$ cat config.mk
export PLATFORM = sky130hd
export DESIGN_NAME = seven_seg_reader_flat
export DESIGN_NICKNAME = d
export VERILOG_FILES = /design/src/rtl/seg_pkg.sv /design/src/rtl/seven_seg_reader_if.sv /design/src/rtl/seven_seg_decode.sv /design/src/rtl/seven_seg_reader.sv /design/src/flat_wrapper.sv
export SDC_FILE = /design/constraint.sdc
export NUM_CORES = 1
export LEC_CHECK = 0
export ABC_AREA = 1
export CORE_MARGIN = 2
export CORE_UTILIZATION = 50
export CTS_CLUSTER_SIZE = 10
export DETAILED_ROUTE_END_ITERATION = 10
export PLACE_DENSITY = 0.71
export SLEW_MARGIN = 15
export SYNTH_ARGS = -nofsm -noshare
export SYNTH_HDL_FRONTEND = slang
export SYNTH_HIERARCHICAL = 1
export SYNTH_SLANG_ARGS = --single-unit
$ cat constraint.sdc
create_clock -name clk -period 2.1 [get_ports clk]
set_clock_uncertainty 0.05 [all_clocks]
set_input_delay 0.42 -clock clk [delete_from_list [all_inputs] [get_ports clk]]
set_output_delay 0.42 -clock clk [all_outputs]
set_load 0.02 [all_outputs]
$ cat src/rtl/seg_pkg.sv
// seg_pkg
// Shared definitions for the seven-segment reader: the sixteen active-low
// segment codes (bit order g..a, bit0 = segment a), the all-off blank code,
// and the reader FSM state type.
package seg_pkg;

  localparam logic [6:0] SEG_0     = 7'b1000000;
  localparam logic [6:0] SEG_1     = 7'b1111001;
  localparam logic [6:0] SEG_2     = 7'b0100100;
  localparam logic [6:0] SEG_3     = 7'b0110000;
  localparam logic [6:0] SEG_4     = 7'b0011001;
  localparam logic [6:0] SEG_5     = 7'b0010010;
  localparam logic [6:0] SEG_6     = 7'b0000010;
  localparam logic [6:0] SEG_7     = 7'b1111000;
  localparam logic [6:0] SEG_8     = 7'b0000000;
  localparam logic [6:0] SEG_9     = 7'b0010000;
  localparam logic [6:0] SEG_A     = 7'b0001000;
  localparam logic [6:0] SEG_B     = 7'b0000011;
  localparam logic [6:0] SEG_C     = 7'b1000110;
  localparam logic [6:0] SEG_D     = 7'b0100001;
  localparam logic [6:0] SEG_E     = 7'b0000110;
  localparam logic [6:0] SEG_F     = 7'b0001110;
  localparam logic [6:0] SEG_BLANK = 7'b1111111;

  // IDLE: nothing pending; SETTLE: new pattern is being timed for stability;
  // PRESENT: a decoded digit is offered to the consumer.
  typedef enum logic [1:0] {
    ST_IDLE    = 2'd0,
    ST_SETTLE  = 2'd1,
    ST_PRESENT = 2'd2
  } state_t;

endpackage

$ cat src/rtl/seven_seg_reader_if.sv
// seven_seg_reader_if
// Output side of the seven-segment reader: a valid/ready handshake carrying
// the decoded digit and error flag, plus the dropped-pattern counter.
//   out_ready : consumer -> reader, accepts the offered digit
//   out_valid : reader -> consumer, digit/err are valid
//   out_digit : decoded hex value
//   out_err   : pattern was not a legal code
//   lost_cnt  : saturating count of patterns dropped while busy
interface seven_seg_reader_if;
  logic       out_ready;
  logic       out_valid;
  logic [3:0] out_digit;
  logic       out_err;
  logic [7:0] lost_cnt;

  modport master (
    input  out_ready,
    output out_valid,
    output out_digit,
    output out_err,
    output lost_cnt
  );

  modport slave (
    output out_ready,
    input  out_valid,
    input  out_digit,
    input  out_err,
    input  lost_cnt
  );
endinterface

$ cat src/rtl/seven_seg_decode.sv
// seven_seg_decode
// Purely combinational decode of an active-low seven-segment pattern.
//   pat_i   : segment pattern, bit0 = a .. bit6 = g, active-low
//   digit_o : hex value 0..F for a legal code, 0 otherwise
//   err_o   : high when pat_i is none of the sixteen legal codes
module seven_seg_decode
  import seg_pkg::*;
(
  input  logic [6:0] pat_i,
  output logic [3:0] digit_o,
  output logic       err_o
);

  // Table lookup; anything outside the table (blank included) is an error.
  always_comb begin
    digit_o = 4'h0;
    err_o   = 1'b0;
    case (pat_i)
      SEG_0:   digit_o = 4'h0;
      SEG_1:   digit_o = 4'h1;
      SEG_2:   digit_o = 4'h2;
      SEG_3:   digit_o = 4'h3;
      SEG_4:   digit_o = 4'h4;
      SEG_5:   digit_o = 4'h5;
      SEG_6:   digit_o = 4'h6;
      SEG_7:   digit_o = 4'h7;
      SEG_8:   digit_o = 4'h8;
      SEG_9:   digit_o = 4'h9;
      SEG_A:   digit_o = 4'hA;
      SEG_B:   digit_o = 4'hB;
      SEG_C:   digit_o = 4'hC;
      SEG_D:   digit_o = 4'hD;
      SEG_E:   digit_o = 4'hE;
      SEG_F:   digit_o = 4'hF;
      default: begin
        digit_o = 4'h0;
        err_o   = 1'b1;
      end
    endcase
  end

endmodule

$ cat src/rtl/seven_seg_reader.sv
// seven_seg_reader
// Samples an asynchronous active-low seven-segment pattern, waits until it
// has been stable for STABLE_CYCLES synchronized samples, decodes it and
// offers the result over a valid/ready handshake. Patterns that become
// stable while a previous result is still unacknowledged are counted in
// lost_cnt. The blank pattern is never reported but re-arms reporting of a
// repeated digit.
//   clk    : clock, rising edge
//   rst_n  : asynchronous active-low reset
//   seg_in : raw segment pattern, asynchronous to clk
//   bus    : handshake/result interface (master side)
module seven_seg_reader
  import seg_pkg::*;
#(
  parameter int unsigned STABLE_CYCLES = 4
) (
  input  logic                      clk,
  input  logic                      rst_n,
  input  logic [6:0]                seg_in,
  seven_seg_reader_if.master        bus
);

  localparam logic [3:0] STABLE_C = 4'(STABLE_CYCLES);
  localparam logic [3:0] REACH_C  = 4'(STABLE_CYCLES - 1);

  logic [6:0] s1_q, s2_q, s2_prev_q;
  logic [3:0] cnt_q, cnt_d;
  state_t     state_q, state_d;
  logic [6:0] last_q, last_d;   // last reported (or blank) pattern
  logic [6:0] acc_q, acc_d;     // most recently accepted pattern
  logic [6:0] pres_q, pres_d;   // pattern currently being presented
  logic       out_valid_q, out_valid_d;
  logic [3:0] out_digit_q, out_digit_d;
  logic       out_err_q, out_err_d;
  logic [7:0] lost_q, lost_d;

  logic       changed_s, reach_s, accept_s, blank_s, hs_s, new_pres_s;
  logic [6:0] cmp_pat_s;
  logic [3:0] dec_digit_s;
  logic       dec_err_s;

  seven_seg_decode u_decode (
    .pat_i   (s2_q),
    .digit_o (dec_digit_s),
    .err_o   (dec_err_s)
  );

  assign changed_s = (s2_q != s2_prev_q);
  // Acceptance is the single cycle in which the counter steps onto STABLE.
  assign reach_s   = !changed_s && (cnt_q == REACH_C);
  // While presenting, compare with the latest accepted pattern so a quick
  // return to an older value is still seen as a new pattern.
  assign cmp_pat_s = (state_q == ST_PRESENT) ? acc_q : last_q;
  assign accept_s  = reach_s && (s2_q != cmp_pat_s);
  assign blank_s   = (s2_q == SEG_BLANK);
  assign hs_s      = out_valid_q && bus.out_ready;
  // A reportable acceptance: non-blank, and not a repeat of what is on the bus.
  assign new_pres_s = accept_s && !blank_s &&
                      ((state_q != ST_PRESENT) || (s2_q != pres_q));

  // Stability counter: restart on any change of s2, saturate at STABLE.
  always_comb begin
    cnt_d = cnt_q;
    if (changed_s) begin
      cnt_d = 4'd0;
    end else if (cnt_q != STABLE_C) begin
      cnt_d = cnt_q + 4'd1;
    end else begin
      cnt_d = cnt_q;
    end
  end

  // Two-flop synchronizer, delayed s2 copy and stability counter.
  always_ff @(posedge clk or negedge rst_n) begin
    if (!rst_n) begin
      s1_q      <= SEG_BLANK;
      s2_q      <= SEG_BLANK;
      s2_prev_q <= SEG_BLANK;
      cnt_q     <= 4'd0;
    end else begin
      s1_q      <= seg_in;
      s2_q      <= s1_q;
      s2_prev_q <= s2_q;
      cnt_q     <= cnt_d;
    end
  end

  // FSM state register.
  always_ff @(posedge clk or negedge rst_n) begin
    if (!rst_n) begin
      state_q <= ST_IDLE;
    end else begin
      state_q <= state_d;
    end
  end

  // FSM next-state logic.
  always_comb begin
    state_d = state_q;
    case (state_q)
      ST_IDLE: begin
        if (s2_q != last_q) begin
          state_d = ST_SETTLE;
        end else begin
          state_d = ST_IDLE;
        end
      end
      ST_SETTLE: begin
        if (new_pres_s) begin
          state_d = ST_PRESENT;
        end else if (accept_s || (s2_q == last_q)) begin
          state_d = ST_IDLE;
        end else begin
          state_d = ST_SETTLE;
        end
      end
      ST_PRESENT: begin
        if (hs_s && !new_pres_s) begin
          state_d = ST_IDLE;
        end else begin
          state_d = ST_PRESENT;
        end
      end
      default: state_d = ST_IDLE;
    endcase
  end

  // FSM output/datapath next values.
  always_comb begin
    last_d      = last_q;
    acc_d       = accept_s ? s2_q : acc_q;
    pres_d      = pres_q;
    out_digit_d = out_digit_q;
    out_err_d   = out_err_q;
    lost_d      = lost_q;
    out_valid_d = (state_d == ST_PRESENT);
    case (state_q)
      ST_IDLE: begin
        last_d = last_q;
      end
      ST_SETTLE: begin
        if (new_pres_s) begin
          pres_d      = s2_q;
          out_digit_d = dec_digit_s;
          out_err_d   = dec_err_s;
        end else if (accept_s) begin
          // Only blank gets here: remember it so a repeat is reported again.
          last_d = SEG_BLANK;
        end else begin
          last_d = last_q;
        end
      end
      ST_PRESENT: begin
        if (hs_s && new_pres_s) begin
          // Handshake and new acceptance together: retire, then load new.
          last_d      = pres_q;
          pres_d      = s2_q;
          out_digit_d = dec_digit_s;
          out_err_d   = dec_err_s;
        end else if (hs_s) begin
          // Anything accepted while busy is treated as already seen.
          last_d = acc_d;
        end else if (new_pres_s && (lost_q != 8'hFF)) begin
          lost_d = lost_q + 8'd1;
        end else begin
          lost_d = lost_q;
        end
      end
      default: begin
        last_d = last_q;
      end
    endcase
  end

  // Datapath and output registers.
  always_ff @(posedge clk or negedge rst_n) begin
    if (!rst_n) begin
      last_q      <= SEG_BLANK;
      acc_q       <= SEG_BLANK;
      pres_q      <= SEG_BLANK;
      out_valid_q <= 1'b0;
      out_digit_q <= 4'h0;
      out_err_q   <= 1'b0;
      lost_q      <= 8'd0;
    end else begin
      last_q      <= last_d;
      acc_q       <= acc_d;
      pres_q      <= pres_d;
      out_valid_q <= out_valid_d;
      out_digit_q <= out_digit_d;
      out_err_q   <= out_err_d;
      lost_q      <= lost_d;
    end
  end

  assign bus.out_valid = out_valid_q;
  assign bus.out_digit = out_digit_q;
  assign bus.out_err   = out_err_q;
  assign bus.lost_cnt  = lost_q;

endmodule

$ cat src/flat_wrapper.sv
// flat-port wrapper written by rule: the top's interface ports become plain ports
module seven_seg_reader_flat import seg_pkg::*;
#(
  parameter int unsigned STABLE_CYCLES = 4
)
  (clk, rst_n, seg_in, bus_out_ready, bus_out_valid, bus_out_digit, bus_out_err, bus_lost_cnt);
  seven_seg_reader_if bus_i ();
  input  logic clk;
  input  logic rst_n;
  input  logic [6:0] seg_in;
  input wire logic [$bits(bus_i.out_ready)-1:0] bus_out_ready;
  output wire logic [$bits(bus_i.out_valid)-1:0] bus_out_valid;
  output wire logic [$bits(bus_i.out_digit)-1:0] bus_out_digit;
  output wire logic [$bits(bus_i.out_err)-1:0] bus_out_err;
  output wire logic [$bits(bus_i.lost_cnt)-1:0] bus_lost_cnt;
  assign bus_i.out_ready = bus_out_ready;
  assign bus_out_valid = bus_i.out_valid;
  assign bus_out_digit = bus_i.out_digit;
  assign bus_out_err = bus_i.out_err;
  assign bus_lost_cnt = bus_i.lost_cnt;
  seven_seg_reader #(.STABLE_CYCLES(STABLE_CYCLES)) u_core (.clk(clk), .rst_n(rst_n), .seg_in(seg_in), .bus(bus_i));
endmodule
# [Word-level counts from Yosys, hierarchy flattened]
# Cells that the tools add are included.
[op_classes] bitwise=2 reduce_logical=21 n_mux=25 n_eq_ne=33 addsub=2
[op_table] operator="case mux 4 bit (15 select lines)" count=1
[op_table] operator="two-way mux 7 bit" count=8
[op_table] operator="== test 7 bit, second input constant" count=5
[op_table] operator="!= test 7 bit" count=4
[op_table] operator="case mux 7 bit (2 select lines)" count=2
[op_table] operator="== test 7 x 5 -> 1 bit, second input constant" count=3
[op_table] operator="== test 7 x 6 -> 1 bit, second input constant" count=3
[op_table] operator="two-way mux 4 bit" count=4
[op_table] operator="OR reduction 16 bit" count=1
[op_table] operator="== test 7 x 2 -> 1 bit, second input constant" count=2
[op_table] operator="== test 7 x 4 -> 1 bit, second input constant" count=2
[op_table] operator="adder 8 x 1 -> 8 bit, second input constant" count=1
[op_table] operator="logical AND 1 bit" count=8
[op_table] operator="!= test 8 bit, second input constant" count=1
[op_table] operator="case mux 4 bit (2 select lines)" count=1
[op_table] operator="AND reduction 4 bit" count=2
[op_table] operator="== test 7 x 3 -> 1 bit, second input constant" count=1
[op_table] operator="== test 7 bit" count=1
[op_table] operator="logical NOT 7 bit" count=1
[op_table] operator="!= test 2 bit, second input constant" count=3
[op_table] operator="case mux 2 bit (3 select lines)" count=1
[op_table] operator="two-way mux 1 bit" count=5
[op_table] operator="adder 4 x 1 -> 4 bit, second input constant" count=1
[op_table] operator="== test 2 bit, second input constant" count=2
[op_table] operator="other kinds (13)" count=20
[word_totals] register_bits=62 out_inout_bits=14 elab_cells=95 in_bits=10

# [Depth between registers and ports, before layout]
[logic_depth] ltp_word=11 depth_mapped=17 depth_no_buf=16

# [Hierarchy]
# Netlist, hierarchy kept.
[modules_own_cells] module="seven_seg_reader" n_inst=1 cells_per_inst=492 area_each_um2=3702.3 seq_area_each_um2=1604.0
[modules_own_cells] module="seven_seg_decode" n_inst=1 cells_per_inst=85 area_each_um2=369.1 seq_area_each_um2=0.0

# [Worst setup path after synthesis]
# OpenSTA, ideal clock, no wires.
[synth_path] path_type="reg2reg" startpoint="reg u_core.state_q[0]" endpoint="reg u_core.out_err_q (netlist: u_core/bus.out_err)" path_buffers=2 arrival_ps=1931 required_time_ps=1933 stages_incl_launch_ff=17 path_slack_ps=2 setup_time_ps=117 synth_period_minus_slack_ps=2098 path_cell_list="dfrtp_1 > inv_1 > ha_1 > inv_1 > buf_4 > nand2_1 > nand2_1 > nand2_1 > nand2_1 > nand3_1 > nor2_1 > nor2_4 > nand3_1 > nand2_2 > buf_2 > nand4_1 > nand2_1"
[synth_via] elab_chain_cells=9 word_cells_on_any_way=15 classes_between="eq/ne (6); mux (2); reduce/logical (7)"
[synth_lines] item="from (decl)" line="seven_seg_reader.sv:28" text="state_t state_q, state_d;"
[synth_lines] item="from (signal assigned)" line="seven_seg_reader.sv:93" text="state_q <= state_d;"
[synth_lines] item="== test 2 bit" line="seven_seg_reader.sv:53, seven_seg_reader.sv:137"
[synth_lines] item="two-way mux 7 bit" line="seven_seg_reader.sv:53" text="assign cmp_pat_s = (state_q == ST_PRESENT) ? acc_q : last_q;"
[synth_lines] item="!= test 7 bit" line="seven_seg_reader.sv:54" text="assign accept_s = reach_s && (s2_q != cmp_pat_s);"
[synth_lines] item="logical AND 1 bit" line="seven_seg_reader.sv:54"
[synth_lines] item="logical AND 1 bit (2 in series)" line="seven_seg_reader.sv:58" text="assign new_pres_s = accept_s && !blank_s &&"
[synth_lines] item="logical AND 1 bit" line="seven_seg_reader.sv:154" text="if (hs_s && new_pres_s) begin"
[synth_lines] item="!= test 2 bit (no line)"
[synth_lines] item="AND reduction 3 bit (no line)"
[synth_lines] item="to (signal assigned)" line="seven_seg_reader.sv:191" text="out_err_q <= out_err_d;"
[synth_lines] item="to (decl)" line="seven_seg_reader.sv:34" text="logic out_err_q, out_err_d;"
# Several ways; a longest one is shown, not always the timed one.
# A chain may end at the register's enable or synchronous reset.

# [Final worst setup path]
[layout_path] startpoint="reg u_core.state_q[0]" endpoint="reg u_core.state_q[0]"
[layout_via] elab_chain_cells=8 word_cells_on_any_way=14 classes_between="eq/ne (4); mux (4); reduce/logical (6)"
[layout_lines] item="== test 2 bit" line="seven_seg_reader.sv:53, seven_seg_reader.sv:100"
[layout_lines] item="two-way mux 7 bit" line="seven_seg_reader.sv:53"
[layout_lines] item="!= test 7 bit" line="seven_seg_reader.sv:54"
[layout_lines] item="logical AND 1 bit" line="seven_seg_reader.sv:54"
[layout_lines] item="logical OR 1 bit / logical AND 1 bit (equally long branches)" line="seven_seg_reader.sv:111, seven_seg_reader.sv:58"
[layout_lines] item="two-way mux 1 bit / logical AND 1 bit (equally long branches)" line="seven_seg_reader.sv:111, seven_seg_reader.sv:58"
[layout_lines] item="two-way mux 2 bit" line="seven_seg_reader.sv:109" text="if (new_pres_s) begin"
[layout_lines] item="case mux 2 bit (3 select lines) *" line="seven_seg_reader.sv:100" text="case (state_q)"
[layout_lines] item="net u_core.state_d[0]" line="seven_seg_reader.sv:28"
# The timed path passes the listed nets; every way through them passes the cells marked *.

==> reports/qor.yml <==
synthTopCellsByCount: "nand2_1 (224), nor2_1 (59), inv_1 (54), nand3_1 (53), dfstp_2 (42)"
hp-class: "in -> async"
hold_viol: 0
reg2regPathDepth: 16
tightest_slew_ns: 0.564
die_y_um: 94.2
violations: "negative setup slack"
area_growth_syn_to_layout_pct: 40.2
postRouteWirelength_mm: 12.4
ys_types: 39
ys_ff_latch: 62
path_common_cell: "nand2_2"
clockBufferDepth: 2
syn_area_per_cell_um2: 7.06
gr-total-overflow: 0
hpwl_mm: 8.41
start_util_pct: 52.1
timing.final.ws_setup_ns: -0.174
worstPathRequired_ns: 2.36
path_class: "reg -> reg"
grt_max_degree: 39
die_area_um2: 8880
yosys_warnings: 6
numClockSinks: 62
slew_viol_final: 0
start_kind: "flop"
path_max_fanout: 8
worst_setup_hold_path_clk_slew_ns: 0.08
path_cells: "inv_2 > ha_4 > buf_12 > nand2_2 > nand2_2 > nand2_2 > nand2_2 > nand3_2 > buf_4 > o21ai_4 > buf_12 > nand2_8 > inv_2 > o21ai_1 > nor2_1 > buf_4"
synth_area_leaders: "dfstp_2 (27%), nand2_1 (21%), dfrtp_1 (12%)"
fmax_ghz: 0.440
status: "finished with violations"
antenna_found_initial: 0
synth_area_um2: 4070
drt_iter0_drc: 296
cts_tree: "built"
synth-main-ff-cell: "dfstp_2"
max_slew_margin_pct: 62.4
ys_seq_area_share_pct: 39.4
die_w_um: 94.2
htree_levels: 3
crit_arrival_ns: 2.53
grt_pass1_wl_mm: 19.0
rsz0062_at_grt: "true"
fillerInstances: 601
fin_util_pct: 73.1
grt_pass1_vias: 3956
layout.nets: 703
timing.hold.ws_ns: 0.0113
peakVddDrop_mv: 0.700
synthCells: 577
syn_nets: 595
clkLatencyLatePin_ns: 0.36
layout-drive-gt1-share_pct: 38.4
cts-buffers-inserted: 9
yosys.cell_count.top_type: "nand2_1"
finalWorstPathRequiredPeriod_ns: 2.27
core.rowCount: 32
power_density_nw_per_um2: 839
worstSetupEndpointType: "flop"
yosysTopAreaCellShare_pct: 27.1
ios: 24
synth_edf_count: 0
place_congestion: 0.938
regToRegEndpoint: "u_core/state_q[0]"
cts_root_buffer: "clkbuf_8"
first_pass_iters: 5
n_antenna_cell: 0
drc_errors: 0
slowest_delay_ns: 0.39
slowest_stage: "dfrtp_1"
ff2ff_setup_slack_ns: -0.17
period_share_pct: 108
num_vias: 4268
regToRegStartpoint: "u_core/state_q[0]"
post_drt_via_cell_ratio: 5.39
synth_top_cell_by_area: "dfstp_2"
routedWlPerCell_um: 15.6
grt_use_total_pct: 27.9
core_um2: 7810
p_leak_nw: 2.76
ant_nets: 0
setup_viol: 23
async_flop_share_pct: 100
io_buffers: 23
maxCapViolCount: 0
## cell usage in the layout (no fill, tap or decap), types with 9 or more instances in the layout
cell type and n:
buf_6 18, nand4_1 30, nor2_1 48, buf_4 61, nand2_1 186, clkdlybuf4s50_1 22
nand2_2 46, dfstp_2 42, dfrtp_1 20, nand3_2 14, clkbuf_8 9, nand3_1 39
inv_1 48
## report_power, final
group          internal (mW)  switching (mW)
clock network          0.549           0.530
logic                  0.851            1.11
registers               1.52           0.228
## per-layer routing
metal | GRT usage (%) | share of wire, %
met5 | 0 | 0
met4 | 9.90 | 2.4
met3 | 5.54 | 5.8
met2 | 47.8 | 50
met1 | 35.0 | 41
## repair_timing
action,CTS,global route
hold buffers,0,0
pin swaps,20,56
cloned,1,0
endpoints found under the setup margin,33,36
gates resized for setup,50,75
setup buffers,12,8
## sequential cells by signal, indices dropped and copies added, names as in the netlist
name	flops
u_core/pres_q	7
u_core/bus.lost_cnt	8
u_core/bus.out_err	1
u_core/cnt_q	4
u_core/state_q	2
u_core/s1_q	7
u_core/last_q	7
u_core/bus.out_valid	1
u_core/s2_prev_q	7
u_core/bus.out_digit	4
u_core/acc_q	7
u_core/s2_q	7
## through the flow
| stage | std cells | setup WS (ns) | setup TNS, ns | instance area [um2] | total power [mW] |
|---|---|---|---|---|---|
| global placement | 757 | -0.223 | -4.37 | 4880 | 3.24 |
| CTS | 786 | -0.0401 | -0.604 | 5400 | 4.60 |
| global route | 792 | -0.249 | -4.14 | 5710 | 5.06 |
| finish | 792 | -0.174 | -1.38 | 5710 | 4.79 |
| floorplan | 577 | 0.00201 | 0 | 4070 | 2.70 |
| detailed placement | 757 | -0.276 | -6.02 | 4880 | 3.27 |
## area by class of cell
type	instances	area, um2	share of cell area [%]
Multi-Input combinational cell	437	2460	43.1
Sequential cell	62	1600	28.1
Timing Repair Buffer	110	1050	18.3
Inverter	65	273	4.78
Tap cell	102	128	2.24
Clock buffer	9	124	2.17
Clock inverter	7	73.8	1.29
## critical path: cells and delay by family, from the launching register on
kind	cells	cell delay, ns
AOI/OAI and AO/OA	2	0.20
adders and majority gates	1	0.18
buffers and inverters	6	0.77
DFF	1	0.39
and+or+nand+nor	7	0.61
## worst max-delay path by stage
| stage | start | slack, ns | end |
|---|---|---|---|
| after global routing | u_core/state_q[0] | -0.25 | u_core/state_q[0] |
| final | u_core/state_q[0] | -0.17 | u_core/state_q[0] |
| after floorplan | u_core/state_q[0] | 0.002 | u_core/bus.out_err |
| after CTS | u_core/state_q[0] | -0.04 | u_core/bus.lost_cnt[7] |
| after detailed placement | u_core/state_q[0] | -0.28 | u_core/bus.out_digit[0] |
| after global placement | u_core/state_q[0] | -0.22 | u_core/last_q[2] |
## cell families (layout without fill, tap and decap cells)
| logic type | Yosys count | after routing | synth area share (%) |
|---|---|---|---|
| flip-flops | 62 | 62 | 39.4 |
| XOR/XNOR | 8 | 8 | 1.72 |
| AO/OA/AOI/OAI | 17 | 17 | 2.80 |
| AND/OR/NAND/NOR | 403 | 404 | 44.3 |
| buffers and inverters | 79 | 191 | 9.28 |
| adder cells (fa/ha/maj) | 8 | 8 | 2.46 |
(Power assumes the default switching activity.)
